$ cat src/rtl/gc_response_rx.sv
// gc_response_rx: samples and decodes the GameCube controller's 64-bit status response
module gc_response_rx #(
  parameter int CLKS_PER_US    = 27,
  parameter int ARM_TIMEOUT_US = 100
) (
  input  logic        clk,
  input  logic        reset_n,
  input  logic        GC_data,
  input  logic        GC_enable,
  output logic [63:0] frame,
  output logic [15:0] buttons,
  output logic [7:0]  joy_x,
  output logic [7:0]  joy_y,
  output logic [7:0]  c_x,
  output logic [7:0]  c_y,
  output logic [7:0]  trig_l,
  output logic [7:0]  trig_r,
  output logic        frame_valid,
  output logic        rx_error,
  output logic [1:0]  err_code,
  output logic        busy
);
  localparam logic [15:0] T2 = 16'(2 * CLKS_PER_US);
  localparam logic [15:0] T4 = 16'(4 * CLKS_PER_US);
  localparam logic [15:0] TA = 16'(ARM_TIMEOUT_US * CLKS_PER_US);
  typedef enum logic [2:0] {IDLE, ARMED, LOW, HIGH, STOP_LOW, STOP_HIGH} state_t;
  state_t st, st_n;
  logic d_s1, d_s2, d_prev, en_r, en_d;
  logic [15:0] cnt, cnt_n, cn;
  logic [6:0] bc, bc_n;
  logic [63:0] shift, sh_n, fr_n;
  logic fv_n, er_n;
  logic [1:0] ec_n, err;
  wire fall = d_prev & ~d_s2;
  wire rise = ~d_prev & d_s2;
  wire en_fall = en_d & ~en_r;
  assign cn = (cnt == 16'hFFFF) ? cnt : cnt + 16'd1;
  assign busy = st != IDLE;
  assign {buttons, joy_x, joy_y, c_x, c_y, trig_l, trig_r} = frame;
  // line synchronizer, enable register and all FSM/datapath state
  always_ff @(posedge clk or negedge reset_n) begin
    if (!reset_n) begin
      d_s1 <= 1'b1;
      d_s2 <= 1'b1;
      d_prev <= 1'b1;
      en_r <= 1'b0;
      en_d <= 1'b0;
      st <= IDLE;
      cnt <= '0;
      bc <= '0;
      shift <= '0;
      frame <= '0;
      frame_valid <= 1'b0;
      rx_error <= 1'b0;
      err_code <= '0;
    end else begin
      d_s1 <= GC_data;
      d_s2 <= d_s1;
      d_prev <= d_s2;
      en_r <= GC_enable;
      en_d <= en_r;
      st <= st_n;
      cnt <= cnt_n;
      bc <= bc_n;
      shift <= sh_n;
      frame <= fr_n;
      frame_valid <= fv_n;
      rx_error <= er_n;
      err_code <= ec_n;
    end
  end
  // next state: cell widths are judged on the count including the current cycle
  always_comb begin
    st_n = st;
    cnt_n = cnt;
    bc_n = bc;
    sh_n = shift;
    fr_n = frame;
    fv_n = 1'b0;
    er_n = 1'b0;
    ec_n = err_code;
    err = 2'd0;
    case (st)
      IDLE: if (en_fall) begin
        st_n = ARMED;
        cnt_n = '0;
        bc_n = '0;
      end
      ARMED: begin
        cnt_n = fall ? '0 : cn;
        st_n = fall ? LOW : st;
        err = (!fall && cn >= TA) ? 2'd1 : 2'd0;
      end
      LOW: begin
        cnt_n = cn;
        if (cn >= T4) err = 2'd2;
        else if (rise) begin
          sh_n = {shift[62:0], cn < T2};
          bc_n = bc + 7'd1;
          cnt_n = '0;
          st_n = HIGH;
        end
      end
      HIGH: begin
        cnt_n = fall ? '0 : cn;
        st_n = fall ? ((bc == 7'd64) ? STOP_LOW : LOW) : st;
        err = (!fall && cn >= T4) ? 2'd3 : 2'd0;
      end
      STOP_LOW: begin
        cnt_n = cn;
        err = (cn >= T2) ? 2'd2 : 2'd0;
        st_n = (cn < T2 && rise) ? STOP_HIGH : st;
      end
      STOP_HIGH: begin
        st_n = IDLE;
        fr_n = shift;
        fv_n = 1'b1;
      end
      default: st_n = IDLE;
    endcase
    if (st != IDLE && en_r) err = 2'd3;
    if (err != 2'd0) begin
      st_n = IDLE;
      er_n = 1'b1;
      ec_n = err;
      fv_n = 1'b0;
      fr_n = frame;
    end
  end
endmodule

$ cat config.mk
export PLATFORM = sky130hd
export DESIGN_NAME = gc_response_rx
export DESIGN_NICKNAME = d
export VERILOG_FILES = /design/src/rtl/gc_response_rx.sv
export SDC_FILE = /design/constraint.sdc
export NUM_CORES = 1
export LEC_CHECK = 0
export BUFFER_PORTS_ARGS = -buffer_cell sky130_fd_sc_hd__buf_2
export CELL_PAD_IN_SITES_DETAIL_PLACEMENT = 0
export CELL_PAD_IN_SITES_GLOBAL_PLACEMENT = 1
export CORE_UTILIZATION = 35
export DETAILED_ROUTE_END_ITERATION = 8
export MAX_ROUTING_LAYER = met4
export PLACE_DENSITY_LB_ADDON = 0.1
export SYNTH_ARGS = -nofsm -noshare
export SYNTH_HDL_FRONTEND = slang
export SYNTH_SLANG_ARGS = --single-unit
$ cat constraint.sdc
create_clock -name clk -period 7.5 [get_ports clk]
set_clock_uncertainty 0.2 [all_clocks]
set_input_delay 0.375 -clock clk [delete_from_list [all_inputs] [get_ports clk]]
set_output_delay 0.375 -clock clk [all_outputs]
set_load 0.05 [all_outputs]
==> results of run 1 <==
power groups by stage:
stage	clock (mW)	combinational, mW	sequential (mW)
after floorplan	0	0.218	0.976
after global placement	0	0.305	0.975
after detailed placement	0	0.308	0.977
after CTS	0.908	0.311	0.960
after global routing	0.951	0.346	0.967
final	0.877	0.306	0.961
how the worst min path moves through the flow:
stage / depth (start not counted) / startpoint / slack, ns / end
global placement: 0 / d_s1$_DFF_PN1_ / 0.15 / d_s2$_DFF_PN1_
floorplan: 0 / reset_n / -0.12 / bc[0]$_DFFE_PN0P_
global route: 0 / d_s1$_DFF_PN1_ / 0.17 / d_s2$_DFF_PN1_
detailed placement: 0 / d_s1$_DFF_PN1_ / 0.15 / d_s2$_DFF_PN1_
CTS: 0 / d_s1$_DFF_PN1_ / 0.16 / d_s2$_DFF_PN1_
finish: 0 / d_s1$_DFF_PN1_ / 0.16 / d_s2$_DFF_PN1_
cells in the mapped netlist, drive strengths merged (4+ instances only):
| cell | number | share of area (%) |
|---|---|---|
| nand2b | 6 | 0.49 |
| nor2 | 33 | 1.6 |
| a21oi | 24 | 1.6 |
| o21ai | 14 | 0.92 |
| nor4 | 7 | 0.77 |
| xnor2 | 12 | 1.4 |
| and3 | 5 | 0.41 |
| inv | 10 | 0.49 |
| nand3b | 4 | 0.39 |
| a31oi | 9 | 0.74 |
| mux2 | 130 | 19 |
| buf | 79 | 7.8 |
| a211oi | 5 | 0.49 |
| dfrtp | 160 | 53 |
| nand3 | 14 | 0.92 |
| clkbuf | 17 | 0.84 |
| nand4 | 7 | 0.74 |
| nand2 | 25 | 1.2 |
| or2 | 4 | 0.33 |
| nor3 | 12 | 0.79 |
what timing repair did:
action | CTS | global route
endpoints found under the hold margin | 91 | 0
hold buffers | 3 | 0
setup buffers | 0 | 0
state kept, by name, summed over array words and instances, names as in the netlist:
name and count:
rx_error 1, cnt 16, en_d 1, frame_valid 1
d_s1 1, err_code 2, st 3, d_prev 1
en_r 1, bc 7, frame 64, shift 64
d_s2 1
cell families (layout without fill, tap and decap cells):
| kind of cell | Yosys count | count (layout) |
|---|---|---|
| xor gates and xnor gates | 13 | 13 |
| AOI/OAI and AO/OA | 81 | 81 |
| DFF | 163 | 163 |
| muxes | 131 | 131 |
| adders and majority gates | 3 | 3 |
| buffers and inverters | 107 | 188 |
| and+or+nand+nor | 128 | 128 |
layout make-up:
class / instances / area share, %
clock buffers: 18 / 4.95
clock inverters: 14 / 1.96
inverters: 11 / 0.477
multi-input cells: 356 / 32.7
flip-flops and latches: 163 / 47.1
well taps: 275 / 3.97
repair buffers: 145 / 8.79
stage by stage:
step / utilization, % / worst slack [ns]
4_1_cts: 41.0 / 3.19
2_1_floorplan: - / 3.89
3_3_place_gp: 38.0 / 3.35
3_5_place_dp: 38.0 / 3.19
6_report: 41.0 / 3.21
5_1_grt: 41.0 / 2.90
critical path: stages, from the launching register on:
cell and delay, ns:
dfrtp_1 0.45, ha_1 0.38, nand4_2 0.39, nor4_1 0.61, xnor2_1 0.18, nand4_1 0.22
or3_1 0.61, nor4_4 0.29, buf_4 0.43, mux2_2 0.39
routing by layer:
metal | vias to the layer above | routed length, um | track usage [%]
met5 | - | 0 | -
met4 | 0 | 209 | 5.71
met3 | 16 | 545 | 2.99
met2 | 125 | 6880 | 21.9
met1 | 2417 | 7290 | 19.6
li1 | 2305 | - | -
==> results.cfg, run 1 <==
[run_status]
outcome = complete, no violations

[layout]
design_area_um2 = 8660
final_cell_mix = dfrtp_1, buf_2, mux2_2, nor2_1, nand2_1
seq_area_um2 = 4080
final_common_cell = dfrtp_1
area_delta_synth_final_pct = 13.8
layoutNonFillerInstCount = 982
nFillCells = 2012
n_antenna_cell = 0
multi_input_comb_area_um2 = 2840
drive_above_1_share_pct = 41.4
layout.nets = 701

[clocking]
cts_buffers = 17
clkTransAtPathRegs_ns = 0.07
cts.sink_count = 163
cts_resized = 0
cts_buffer_depth = 2
cts_tree = done
cts_htree_levels = 4
cts_root_buffer = clkbuf_16
clkLatencyLatePin_ns = 0.42

[yosys]
synth_xor_xnor_area_share_pct = 1.50
synth_edf_count = 0
muxShareOfSynthArea_pct = 19.4
async_flop_share_pct = 100
synthAdderAreaFrac_pct = 0.493
synth_cell_types = 58
synthSimpleGateAreaFrac_pct = 8.84
netlist_area_um2 = 7610
synth_top_family_by_area = multiplexers
ys_seq_area_share_pct = 53.6
synth_compound_area_share_pct = 6.97
ys_warn_count = 0
ys_ff_latch = 163
avgSynthCellArea_um2 = 12.2
synth_cells = 626
synthesis.nets = 633
synthFlopType = dfrtp_1

[floorplan]
num_rows = 53
pin_count = 137
start_util_pct = 36.0
core_region_area_um2 = 21200
dieArea_um2 = 22300
die-width_um = 149
die_h_um = 149

[pwr]
seq_power_share_pct = 44.8
vdd_drop_max_uv = 162
p_per_area_nw_per_um2 = 247
p_switching_mw = 0.648
power_frac_comb_pct = 14.3
total_power_mw = 2.14
switching_share_pct = 30.2
clockPowerShare_pct = 40.9
p_int_mw = 1.50
leakage_nw = 4.45

[critical_path]
end_kind = register
regToRegSetupSlack_ns = 3.21
critPathMaxFanout = 33
r2r_cells = 9
crit_type = register to register
cp-endpoint = shift[51]$_DFFE_PN0P_
cp-start-kind = register
r2r_start = cnt[0]$_DFFE_PN0P_
worstPathRequired_ns = 7.61
timing.rr.end = shift[51]$_DFFE_PN0P_
critPathArrivalTime_ns = 4.40
worstSetupStartpoint = cnt[0]$_DFFE_PN0P_

[routing]
first_pass_iters = 4
drc = 0
drtIter0Drc = 143
vias = 4863
via_per_inst = 4.95
wl_um = 14900
ant_nets = 0
wire_per_inst_um = 15.2

[placed_design]
hpwl_um = 9970
dp.cells = 947
io_buffers = 136
place.gp.congestion = 0.835
dpl_cell_area_um2 = 8040

[global_routing]
groute.usage.overall_pct = 14.7
grt_max_degree = 91
grt_pass1_vias = 4749
grt_pass1_wl_um = 25000
antenna_found_initial = 0
overflow = 0

[timing]
tns_ns = 0
setup_viol = 0
fin_hold_ws_ns = 0.159
tightest_slew_ns = 0.938
fin_crit_sh_pct = 57.1
finalHoldViolations = 0
relSlewSlack_pct = 37.5
rsz0062_at_grt = false
fin_crit_ns = 4.29
fmax_mhz = 233
slew_violations = 0

[job]
maxCapViolCount = 0

[worst_hold_path]
hold_path.class = register to register
Note: power is estimated with default switching activity, not from simulation.
==> run 2, diff against run 1 <==
ABC_AREA = 1   (was unset)
clock period = 4.1 ns   (was 7.5 ns; I/O delays follow)
==> results.cfg, run 2 <==
[clocking]
cts_buffers = 17
cts_tree = done
hold_buffers = 3
clkLatencyLatePin_ns = 0.42
cts_resized = 0
post-cts-setup-buffers = 0
cts_htree_levels = 4
cts.sink_count = 163
clkTransAtPathRegs_ns = 0.07
cts_buffer_depth = 2
cts_root_buffer = clkbuf_16

[yosys]
synthFlopType = dfrtp_1
ys_seq_area_share_pct = 53.3
avgSynthCellArea_um2 = 8.43
netlist_top_cells_count = nand2_1, dfrtp_1, nand3_1
async_flop_share_pct = 100
synthMostInstantiatedCell = nand2_1
ys_ff_latch = 163
netlist_area_um2 = 7660
synth_edf_count = 0
ys_warn_count = 0
synth_top_area_cell = dfrtp_1
synthesis.nets = 916
synth_top_area_share_pct = 52.3
synth_cells = 909
synth.area.top_cells = dfrtp_1, nand2_1, buf_4
synth_cell_types = 33

[layout]
seq_area_um2 = 4080
nFillCells = 2181
final_cell_mix = nand2_1, dfrtp_1, buf_2, nand3_1, inv_1
layout.nets = 982
multi_input_comb_area_um2 = 2580
n_antenna_cell = 0
final_common_cell = nand2_1
area_delta_synth_final_pct = 14.7
largest_registers = frame x64, shift x64, cnt x16
design_area_um2 = 8790
drive_above_1_share_pct = 21.6

[timing]
finalHoldViolations = 0
slew_violations = 0
setup_viol = 0
fin_crit_ns = 3.55
fin_crit_sh_pct = 86.7
fin_hold_ws_ns = 0.157
setup_ws_ns = 0.545
fmax_mhz = 281
tightest_slew_ns = 0.882
tns_ns = 0
relSlewSlack_pct = 41.2
rsz0062_at_grt = false

[routing]
wire_per_inst_um = 13.7
wl_um = 17300
vias = 5852
drtIter0Drc = 227
drc = 0
first_pass_iters = 5
via_per_inst = 4.63
ant_nets = 0

[critical_path]
cp_slowest_cell = dfrtp_1
crit_chain = ha_1 > nand2_1 > nor2_2 > nand2_4 > inv_2 > nand2_2 > nand3_1 > nor2_1 > nand2_1 > nor2_2 > nand2_1 > nand2_2 > nand2_2 > nor2_4 > nand2_2 > buf_4 > nand2_1 > nand2_1
worstSetupStartpoint = cnt[0]$_DFFE_PN0P_
cp-start-kind = register
path_delay_family = simple AND/OR/NAND/NOR gates
r2r_start = cnt[0]$_DFFE_PN0P_
path_common_cell = nand2_1
crit_type = register to register
critPathArrivalTime_ns = 3.66
critPathMaxFanout = 26
end_kind = register
critical_path.max_stage_delay_ns = 0.45
critPathBufInv = 2
worstPathRequired_ns = 4.21

[worst_hold_path]
hold_path.class = register to register
worstHoldStart = d_s1$_DFF_PN1_

[global_routing]
groute.usage.overall_pct = 16.8
grt_max_degree = 95
grt_pass1_vias = 5468
grt_pass1_wl_um = 28500
antenna_found_initial = 0
overflow = 0

[pwr]
leakage_nw = 4.86
p_switching_mw = 1.57
vdd_drop_max_uv = 255
clockPowerShare_pct = 36.3
p_int_mw = 3.28
power_frac_comb_pct = 18.6
seq_power_share_pct = 45.0
switching_share_pct = 32.4
p_per_area_nw_per_um2 = 552

[placed_design]
post-place-ws_ns = 0.494
dpl_cell_area_um2 = 8100
io_buffers = 136
place.gp.congestion = 0.844
hpwl_um = 11200

[run_status]
outcome = complete, no violations

[floorplan]
num_rows = 53
die_h_um = 150
core_region_area_um2 = 21200
pin_count = 137
dieArea_um2 = 22500
start_util_pct = 36.1
die-width_um = 150

[job]
maxCapViolCount = 0
==> run 2: cell types whose count changed after synthesis, sizes merged, moves of 13 or more <==
cell   before  now
nand2      25  248
mux2      130    1
nand3      14  103
inv        10   80
o21ai      14   66
nor2       33   79
a21oi      24   37
==> run 2: cells by family (layout without fill, tap and decap cells) <==
group                    after synthesis  in the layout  synth area share (%)
AND/OR/NAND/NOR                      447            447                  25.2
buffers and inverters                183            262                  13.2
flip-flops                           163            163                  53.3
AO/OA/AOI/OAI                        108            108                  7.28
XOR/XNOR                               4              4                 0.457
adder cells (fa/ha/maj)                3              3                 0.490
multiplexers                           1              1                 0.147
==> run 2: through the flow <==
stage	utilization, %	cells	total power [mW]
after floorplan	-	909	2.83
after global placement	38.2	1228	3.13
after detailed placement	38.2	1228	3.13
after CTS	41.4	1263	4.93
after global routing	41.4	1263	5.17
final	41.4	1263	4.85
==> run 2: final cells by class <==
cell class	count	area share, %
Sequential cell	163	46.5
Multi-Input combinational cell	563	29.4
Timing Repair Buffer	149	9.30
Clock buffer	18	5.00
Tap cell	275	3.92
Inverter	81	3.46
Clock inverter	14	2.44
==> run 2: worst register-to-register path, stage by stage, from the launching register on <==
cell and delay (ns):
dfrtp_1 0.45, ha_1 0.30, nand2_1 0.13, nor2_2 0.07, nand2_4 0.10, inv_2 0.04
nand2_2 0.23, nand3_1 0.20, nor2_1 0.19, nand2_1 0.08, nor2_2 0.23, nand2_1 0.13
nand2_2 0.12, nand2_2 0.07, nor2_4 0.15, nand2_2 0.23, buf_4 0.35, nand2_1 0.11
nand2_1 0.05
==> run 2: power by group through the flow <==
| stage | Combinational (mW) | Sequential [mW] | Clock (mW) |
|---|---|---|---|
| after floorplan | 0.670 | 2.16 | 0 |
| after global placement | 0.912 | 2.22 | 0 |
| after detailed placement | 0.915 | 2.21 | 0 |
| after CTS | 0.921 | 2.19 | 1.82 |
| after global routing | 1.05 | 2.24 | 1.88 |
| final | 0.904 | 2.19 | 1.76 |
==> run 2: final timing paths <==
kind                                              end  slack (ns)  cells after the start
max in group asynchronous        frame[9]$_DFFE_PN0P_        2.51                      3
min in group asynchronous          cnt[9]$_DFFE_PN0P_        0.24                      2
worst max register to register  frame[13]$_DFFE_PN0P_        0.55                     18
worst min-delay path                   d_s2$_DFF_PN1_        0.16                      0
worst max-delay path            frame[13]$_DFFE_PN0P_        0.55                     18
worst min register to register         d_s2$_DFF_PN1_        0.16                      0
==> run 2: metal layers <==
| layer | part of all wire, % | up-vias | GRT usage (%) |
|---|---|---|---|
| met2 | 45 | 131 | 25.7 |
| met1 | 50 | 2739 | 22.4 |
| met5 | 0 | - | - |
| met3 | 4.1 | 7 | 3.57 |
| met4 | 0.65 | 0 | 4.55 |
| li1 | - | 2975 | - |
==> run 3, diff against run 2 <==
CORE_UTILIZATION = 38   (was 35)
CTS_BUF_LIST = sky130_fd_sc_hd__clkbuf_8 sky130_fd_sc_hd__clkbuf_16   (was unset)
clock period = 3.24 ns   (was 4.1 ns; I/O delays follow)
==> results.cfg, run 3 (same netlist as run 2, synthesis figures left out) <==
[critical_path]
regToRegSetupSlack_ns = 0.31
timing.rr.end = frame[0]$_DFFE_PN0P_
crit_type = register to register
worstPathRequired_ns = 3.35
critPathBufInv = 2
cp_slowest_cell = dfrtp_1
critPathArrivalTime_ns = 3.04
path_common_cell = nand2_1
path_delay_family = simple AND/OR/NAND/NOR gates
cp-start-kind = register
critical_path.max_stage_delay_ns = 0.41
end_kind = register
r2r_cells = 18
critPathMaxFanout = 52
r2r_start = cnt[1]$_DFFE_PN0P_
crit_chain = ha_1 > nand2_1 > nor2_2 > nand2_4 > inv_2 > nand2_4 > nand3_2 > nor2_2 > nand2_1 > nor2_4 > nand2_2 > nand2_1 > nand3_2 > nor2_4 > nand2_2 > buf_12 > nand2_1 > nand2_1

[clocking]
cts.sink_count = 163
clkTransAtPathRegs_ns = 0.07
clkLatencyLatePin_ns = 0.42
cts_htree_levels = 4
cts_tree = done
cts_buffers = 17
cts_buffer_depth = 2
cts_root_buffer = clkbuf_16
post-cts-setup-buffers = 0

[timing]
rsz0062_at_grt = false
tns_ns = 0
fin_crit_ns = 2.93
slew_violations = 0
relSlewSlack_pct = 62.2
finalHoldViolations = 0
fmax_mhz = 342
tightest_slew_ns = 0.567
fin_crit_sh_pct = 90.3
setup_viol = 0

[placed_design]
place.gp.congestion = 0.849
hpwl_um = 11100
io_buffers = 136
dpl_cell_area_um2 = 8180

[routing]
via_per_inst = 4.59
drc = 0
drtIter0Drc = 308
wire_per_inst_um = 13.0
wl_um = 16500
ant_nets = 0
vias = 5799
first_pass_iters = 4

[global_routing]
grt_pass1_vias = 5291
grt_max_degree = 128
grt_pass1_wl_um = 27100
groute.usage.overall_pct = 17.5
overflow = 0
antenna_found_initial = 0

[floorplan]
core_region_area_um2 = 19600
start_util_pct = 39.1
dieArea_um2 = 20700
num_rows = 51
die-width_um = 144
pin_count = 137
die_h_um = 144

[pwr]
p_switching_mw = 1.94
clockPowerShare_pct = 33.9
switching_share_pct = 32.6
p_int_mw = 4.03
p_per_area_nw_per_um2 = 676
total_power_mw = 5.97
seq_power_share_pct = 46.3
power_frac_comb_pct = 19.8
vdd_drop_max_uv = 389
leakage_nw = 4.93

[layout]
drive_above_1_share_pct = 22.3
final_util_pct = 45.1
area_delta_synth_final_pct = 15.2
largest_registers = frame x64, shift x64, cnt x16
final_common_cell = nand2_1
layout.nets = 992
final_cell_mix = nand2_1, dfrtp_1, buf_2, nand3_1, inv_1
n_antenna_cell = 0
design_area_um2 = 8830

[worst_hold_path]
hold_path.class = primary input to async pin

[job]
maxCapViolCount = 0

[run_status]
outcome = complete, no violations
-- run 3: repair_timing --
item,4_1_cts,5_1_grt
hold endpoints to repair,56,0
resized for setup,0,7
hold buffers,3,0
setup endpoints to repair,0,71
-- run 3: how the worst max path moves through the flow --
stage	startpoint	end	slack, ns	depth (start not counted)
after CTS	cnt[1]$_DFFE_PN0P_	st[0]$_DFFE_PN0P_	0.12	17
after global routing	cnt[1]$_DFFE_PN0P_	frame[0]$_DFFE_PN0P_	0.006	18
final	cnt[1]$_DFFE_PN0P_	frame[0]$_DFFE_PN0P_	0.31	18
after floorplan	cnt[0]$_DFFE_PN0P_	frame[16]$_DFFE_PN0P_	0.47	20
after global placement	cnt[1]$_DFFE_PN0P_	frame[3]$_DFFE_PN0P_	0.21	17
after detailed placement	cnt[1]$_DFFE_PN0P_	st[0]$_DFFE_PN0P_	0.15	17
-- run 3: layout make-up --
| cell class | instances | area [um^2] |
|---|---|---|
| inverters | 81 | 304 |
| clock buffers | 18 | 439 |
| flip-flops and latches | 163 | 4080 |
| multi-input cells | 563 | 2600 |
| clock inverters | 14 | 153 |
| well taps | 265 | 332 |
| repair buffers | 159 | 916 |
| fillers | 2015 | 10800 |
-- run 3: routing by layer --
| metal | share of wire (%) | global-route usage, % | vias to the layer above |
|---|---|---|---|
| li1 | - | - | 2989 |
| met1 | 52 | 24.7 | 2661 |
| met2 | 43 | 25.3 | 134 |
| met3 | 3.9 | 2.91 | 15 |
| met4 | 1.3 | 6.38 | 0 |
| met5 | 0 | - | - |
-- run 3: through the flow --
stage / cells / setup WS, ns / hold WS, ns
after floorplan: 909 / 0.466 / -0.334
after global placement: 1228 / 0.209 / -0.0273
after detailed placement: 1228 / 0.150 / -0.0251
after CTS: 1263 / 0.124 / 0.0935
after global routing: 1263 / 0.00614 / 0.118
final: 1263 / 0.315 / 0.0759
-- run 3: worst register-to-register path, delay by kind of cell (launching register included) --
kind | cells | cell delay (ns)
adders and majority gates | 1 | 0.20
buffers and inverters | 2 | 0.25
DFF | 1 | 0.41
and+or+nand+nor | 15 | 1.76
-- run 3: power groups by stage --
stage	combinational [mW]	clock, mW	sequential (mW)
final	1.18	2.03	2.76
after global routing	1.38	2.17	2.82
after detailed placement	1.18	0	2.80
after floorplan	0.847	0	2.73
after global placement	1.18	0	2.80
after CTS	1.19	2.09	2.76
